## config.mk

```make
export PLATFORM = sky130hd
export DESIGN_NAME = elevator_car_ctrl
export DESIGN_NICKNAME = d
export VERILOG_FILES = /design/src/rtl/elevator_car_ctrl.sv
export SDC_FILE = /design/constraint.sdc
export NUM_CORES = 1
export LEC_CHECK = 0
export ABC_AREA = 1
export BUFFER_PORTS_ARGS = -buffer_cell sky130_fd_sc_hd__buf_2
export CAP_MARGIN = 30
export CELL_PAD_IN_SITES_DETAIL_PLACEMENT = 2
export CELL_PAD_IN_SITES_GLOBAL_PLACEMENT = 2
export CORE_UTILIZATION = 33
export DETAILED_ROUTE_END_ITERATION = 8
export GPL_ROUTABILITY_DRIVEN = 1
export GPL_TIMING_DRIVEN = 0
export PLACE_DENSITY = 0.76
export REMOVE_ABC_BUFFERS = 1
export SLEW_MARGIN = 20
export SYNTH_ARGS = -nofsm -noshare
export SYNTH_HDL_FRONTEND = slang
export SYNTH_SLANG_ARGS = --single-unit
```

## constraint.sdc

```tcl
create_clock -name clk -period 1.5 [get_ports clk]
set_input_delay 0.075 -clock clk [delete_from_list [all_inputs] [get_ports clk]]
set_output_delay 0.075 -clock clk [all_outputs]
set_load 0.005 [all_outputs]
```

## src/rtl/elevator_car_ctrl.sv

```systemverilog
// -----------------------------------------------------------------------------
// elevator_car_ctrl
//
// Car motion controller placed directly after the elevator direction FSM.
// It takes the 2-bit direction command, models the car moving one floor at a
// time between floors 0..3 with a fixed travel time, and then holds a timed
// door-open dwell. Its registered current_floor goes back to the direction
// FSM, which closes the control loop.
//
// Optional feature macro: ELEV_DOOR_DWELL_EN
//   defined   : after each arrival the car stays in DOOR for DOOR_CYCLES cycles
//   undefined : DOOR is not built, arrival returns straight to IDLE and
//               door_open is held at 0 (DOOR_CYCLES is then unused)
//
// Parameters
//   TRAVEL_CYCLES : cycles needed to travel one floor (1..256)
//   DOOR_CYCLES   : cycles the door stays open after arrival (1..256)
//   RESET_FLOOR   : floor loaded on reset
//
// Ports
//   clk           : single clock, all state changes on its rising edge
//   rst           : asynchronous, active-high reset
//   direction     : 00 stay, 01 up, 10 down, 11 treated as stay
//   current_floor : registered car position, 0..3
//   moving        : high while the car is between floors
//   door_open     : high during the door dwell
//   arrived       : one-cycle pulse in the same cycle current_floor updates
//
// Every output comes from a flop (or a constant). Nothing is combinational
// from direction to any output.
// -----------------------------------------------------------------------------
module elevator_car_ctrl #(
  parameter int unsigned TRAVEL_CYCLES = 8,
  parameter int unsigned DOOR_CYCLES   = 4,
  parameter logic [1:0]  RESET_FLOOR   = 2'b00
) (
  input  logic       clk,
  input  logic       rst,
  input  logic [1:0] direction,
  output logic [1:0] current_floor,
  output logic       moving,
  output logic       door_open,
  output logic       arrived
);

  // ---------------------------------------------------------------------------
  // State encoding and constants
  // ---------------------------------------------------------------------------
  localparam logic [1:0] ST_IDLE      = 2'd0;
  localparam logic [1:0] ST_MOVE_UP   = 2'd1;
  localparam logic [1:0] ST_MOVE_DOWN = 2'd2;
`ifdef ELEV_DOOR_DWELL_EN
  localparam logic [1:0] ST_DOOR      = 2'd3;
`endif

  localparam logic [1:0] DIR_UP       = 2'b01;
  localparam logic [1:0] DIR_DOWN     = 2'b10;

  localparam logic [1:0] TOP_FLOOR    = 2'd3;
  localparam logic [1:0] BOTTOM_FLOOR = 2'd0;

  // The timer counts from 0. The last cycle of a phase is count-1, so a count
  // of 256 still fits in the 8-bit timer as 255.
  localparam logic [7:0] TRAVEL_LAST  = 8'(TRAVEL_CYCLES - 1);
`ifdef ELEV_DOOR_DWELL_EN
  localparam logic [7:0] DOOR_LAST    = 8'(DOOR_CYCLES - 1);
`endif

  // ---------------------------------------------------------------------------
  // State registers
  // ---------------------------------------------------------------------------
  logic [1:0] state_q,     state_d;
  logic [7:0] timer_q,     timer_d;
  logic [1:0] floor_q,     floor_d;
  logic       moving_q,    moving_d;
  logic       arrived_q,   arrived_d;
`ifdef ELEV_DOOR_DWELL_EN
  logic       door_open_q, door_open_d;
`endif

  // ---------------------------------------------------------------------------
  // Next-state logic
  // ---------------------------------------------------------------------------
  always_comb begin
    // NOTE: every variable gets a default before the case. A path that
    // skipped an assignment would otherwise infer a latch.
    state_d   = state_q;
    timer_d   = timer_q;
    floor_d   = floor_q;
    arrived_d = 1'b0;

    case (state_q)
      ST_IDLE: begin
        // A request to move past the top or bottom floor is ignored, so the
        // floor arithmetic below never has to wrap.
        if (direction == DIR_UP && floor_q != TOP_FLOOR) begin
          state_d = ST_MOVE_UP;
          timer_d = 8'd0;
        end else if (direction == DIR_DOWN && floor_q != BOTTOM_FLOOR) begin
          state_d = ST_MOVE_DOWN;
          timer_d = 8'd0;
        end
      end

      ST_MOVE_UP, ST_MOVE_DOWN: begin
        // direction is not looked at here. Once a one-floor move starts it
        // always finishes, so a command change cannot stop or reverse the car
        // between floors.
        if (timer_q == TRAVEL_LAST) begin
          floor_d   = (state_q == ST_MOVE_UP) ? floor_q + 2'd1 : floor_q - 2'd1;
          arrived_d = 1'b1;
          timer_d   = 8'd0;
`ifdef ELEV_DOOR_DWELL_EN
          state_d   = ST_DOOR;
`else
          state_d   = ST_IDLE;
`endif
        end else begin
          timer_d = timer_q + 8'd1;
        end
      end

`ifdef ELEV_DOOR_DWELL_EN
      ST_DOOR: begin
        // The upstream FSM sees the new floor one cycle after arrival. It
        // cannot overshoot because its command is only sampled again in IDLE.
        if (timer_q == DOOR_LAST) begin
          state_d = ST_IDLE;
          timer_d = 8'd0;
        end else begin
          timer_d = timer_q + 8'd1;
        end
      end
`endif

      default: begin
        state_d = ST_IDLE;
        timer_d = 8'd0;
      end
    endcase

    // The status flags are decoded from the next state and then registered.
    // This way they change on the same edge as the state they describe.
    moving_d = (state_d == ST_MOVE_UP) || (state_d == ST_MOVE_DOWN);
`ifdef ELEV_DOOR_DWELL_EN
    door_open_d = (state_d == ST_DOOR);
`endif
  end

  // ---------------------------------------------------------------------------
  // Sequential state
  // ---------------------------------------------------------------------------
  always_ff @(posedge clk or posedge rst) begin
    if (rst) begin
      state_q   <= ST_IDLE;
      timer_q   <= 8'd0;
      floor_q   <= RESET_FLOOR;
      moving_q  <= 1'b0;
      arrived_q <= 1'b0;
    end else begin
      // NOTE: non-blocking assignments ensure every flop samples values from
      // before the edge, whatever order the statements are written in.
      state_q   <= state_d;
      timer_q   <= timer_d;
      floor_q   <= floor_d;
      moving_q  <= moving_d;
      arrived_q <= arrived_d;
    end
  end

`ifdef ELEV_DOOR_DWELL_EN
  always_ff @(posedge clk or posedge rst) begin
    if (rst) begin
      door_open_q <= 1'b0;
    end else begin
      door_open_q <= door_open_d;
    end
  end

  assign door_open = door_open_q;
`else
  // No dwell phase is built, so the door flag is a constant and the door
  // timing parameter has nothing to drive.
  assign door_open = 1'b0;

  logic [7:0] door_cfg_unused;
  assign door_cfg_unused = 8'(DOOR_CYCLES);
`endif

  // ---------------------------------------------------------------------------
  // Outputs
  // ---------------------------------------------------------------------------
  assign current_floor = floor_q;
  assign moving        = moving_q;
  assign arrived       = arrived_q;

endmodule

```

==> metrics.md <==
| Metric | Value |
|---|---|
| Die Ht | roughly 55 µm |
| Share of layout cells above drive strength 1 | 0.2256 |
| # clock sinks | 14 |
| Syn-to-layout area delta | 15.25% |
| Final wirelength | around 2300 µm |
| DR vias/cell | roughly 5 |
| Final hold slack | 0.3093 ns |
| FMAX | between 0.7 and 0.8 GHz |
| Most common cell after layout, fill and taps aside | nand2_1 |
| Period utilisation layout | 0.9365 |
| R2r worst-path depth | 8 |
| Avg WL per Cell | 14.01 µm |
| Post-synthesis cell area | just over 900 µm² |
| Fillers | between 300 and 400 |
| CTS H-tree depth | 1 |
| Status | complete, no violations |
| Fin crit period | roughly 1.4 ns |
| Crit path DAT | around 1.6 ns |
| Worst hold endpoint | state_q[1] |
| Clk_lat worst skew | 0.28 ns |
| Synth warnings | 0 |
| Worst-Margin Slew | around 0.56 ns |
| Crit Path Category | reg -> reg |
| Hold Path Class | in -> reg |
| Sequential share of the synthesized area | 0.3846 |
| Setup-failing EPs final | 0 |
| Area occupied by multi-input gates | 486.7 µm² |
| Max rail drop VDD | 0.3608 mV |
| Core box area | approximately 2500 µm² |
| Drt drc | 0 |
| Initial core utilization | 0.3579 |
| CTS tree | built |
| I/O pin cnt | 9 |
| I/O Buffers | 7 |
| Initial antenna violation count | 0 |
| CP bufs+invs | 2 |
| Family with the most delay on the worst path | simple AND/OR/NAND/NOR gates |
| Flops & latches, synth | 14 |
| GPL Wtd Cong | about 0.75 |
| Slew Viols, Final | 0 |
| Slowest cell on crit path | dfrtp_1 |
| First-pass GRT wire length | between 3000 and 4000 µm |
| Clk Tree Root Cell | clkbuf_4 |
| Final hold violation count | 0 |
| CTS clk-pin slew, worst paths | 0.08 ns |
| Via count | approximately 810 |
| Most frequent cells in the layout | 29 x nand2_1, 19 x inv_1, 14 x dfrtp_1 |
| CP max stage delay | ~0.37 ns |
| Max FO, Critical Path | 7 |
| Storage element area | between 300 and 400 µm² |
| Slew headroom | 0.6271 |
| Layout Nets | 143 |
| Mean post-synth cell area | ~7.6 µm² |
| Start point of the worst hold path | direction[1] |
| Die area | 2974 µm² |
| Worst Skew | 0.002612 ns |
| Post-Route Utilization | 0.4125 |
| Critical Path End Type | flip-flop |
| Antenna diode instance count | 0 |
| Hold path depth | 7 |
| Pin count of the biggest net entering global routing | 15 |
| CP startpoint kind | flip-flop |
| Reg2reg end | moving |
| Pwr Density | roughly 580 nW/µm² |
| Netlist cell types | 23 |
| Worst-path cell chain | inv_1 -> ha_4 -> inv_1 -> nor2_4 -> nor2_2 -> nor2_2 -> nand2_1 -> nand2_1 |
| Leakage | about 0.54 nW |
| Starting DRC count in detailed routing | 11 |
| Total CTS buffers | 3 |
| Max-cap viol count | 0 |
| Synth Instances | 120 |
| Grt ovf | 0 |
| Total GRT Usage | 0.1850 |
| Clock buffer depth | 2 |
| Crit path required time | 1.72 ns |
| Placement row count | 18 |
| R2R Path Start | state_q[1] |
| Post-DP HPWL | ~1700 µm |
| Vias in the first global route | about 850 |
| Post-route ant nets | 0 |
| Initial DRT Pass Iterations | 2 |
| Die Wd | ~55 µm |
| Reg-to-reg slack, setup | 0.1 ns |
## flip-flops by register name (all words and copies together) (netlist names)
signal	cells
current_floor	2
moving	1
timer_q	8
state_q	2
arrived	1
## worst min-delay path, cell delays in order
cell	delay (ns)
buf_2	0.10
nand2_1	0.06
nor2_1	0.04
nand3_1	0.06
nand2_1	0.06
nand2_1	0.09
nor2_2	0.05
## worst max path at each step
stage | start | end | slack [ns] | cells past startpoint
global route | timer_q[1] | moving | -0.005 | 9
finish | state_q[1] | moving | 0.1 | 8
CTS | state_q[0] | moving | 0.03 | 8
detailed placement | state_q[0] | moving | -0.08 | 8
floorplan | state_q[1] | timer_q[4] | 0.14 | 6
global placement | state_q[0] | moving | -0.06 | 8
## through the flow
stage | worst slack (ns) | instance area, µm² | TNS [ns] | total power [W] | instances
finish | 0.09528 | 1050 | 0 | 0.0006096 | 163
global route | -0.005453 | 1050 | -0.005453 | 0.0006450 | 163
CTS | 0.02537 | 1017 | 0 | 0.0006264 | 159
detailed placement | -0.08387 | 964.7 | -0.2042 | 0.0004050 | 155
global placement | -0.06226 | 964.7 | -0.1143 | 0.0004037 | 155
floorplan | 0.1422 | 892.1 | 0 | 0.0003963 | 118
## what timing repair did
item                       4_1_cts  5_1_grt
pin swaps                        0        1
setup endpoints to repair        5        2
hold endpoints to repair        14        0
gates resized for setup          3        1
buffers inserted                 0        4
hold buffers                     1        0
## metal layers
layer	vias to the layer above	wire length (µm)	global-route usage
li1	396	-	-
met1	404	984	0.2171
met2	7	1233	0.3272
met3	4	37	0.03333
met4	0	27	0.07692
met5	-	0	0
## area by class of cell
cell class / count / area share
clock buffers: 3 / 0.02145
multi-input cells: 84 / 0.4636
repair buffers: 12 / 0.07151
well taps: 30 / 0.03576
flip-flops and latches: 14 / 0.3337
inverters: 20 / 0.07390
## cells in the mapped netlist
master | instances | share of area
nor2_2 | 4 | 0.027
dfrtp_1 | 14 | 0.38
o21ai_0 | 3 | 0.016
nand2_2 | 2 | 0.014
a21oi_2 | 1 | 0.0096
xnor2_1 | 1 | 0.0096
xor2_1 | 2 | 0.019
nand3_2 | 3 | 0.033
xor2_2 | 1 | 0.018
a21oi_1 | 5 | 0.027
inv_1 | 19 | 0.078
nor2_1 | 12 | 0.049
buf_6 | 1 | 0.012
buf_4 | 1 | 0.0082
nand2_4 | 1 | 0.012
o21ai_1 | 1 | 0.0055
conb_1 | 1 | 0.0041
nor2_4 | 1 | 0.012
nand4_1 | 4 | 0.027
inv_4 | 1 | 0.0069
ha_1 | 4 | 0.055
nand3_1 | 9 | 0.049
nand2_1 | 29 | 0.12
## cell families after synthesis
family,after synthesis,synth area share
AOI/OAI and AO/OA,10,0.05905
xor gates and xnor gates,4,0.04671
adders and majority gates,4,0.05495
buffers and inverters,22,0.1058
DFF,14,0.3846
other,1,0.004117
and+or+nand+nor,65,0.3448
## where the power goes
group          internal [W]  switching [W]
combinational    0.00000663      0.0000154
sequential         0.000377              0
clock             0.0000931       0.000117
total              0.000477       0.000133
No activity file was read; power rests on OpenSTA's default activity.
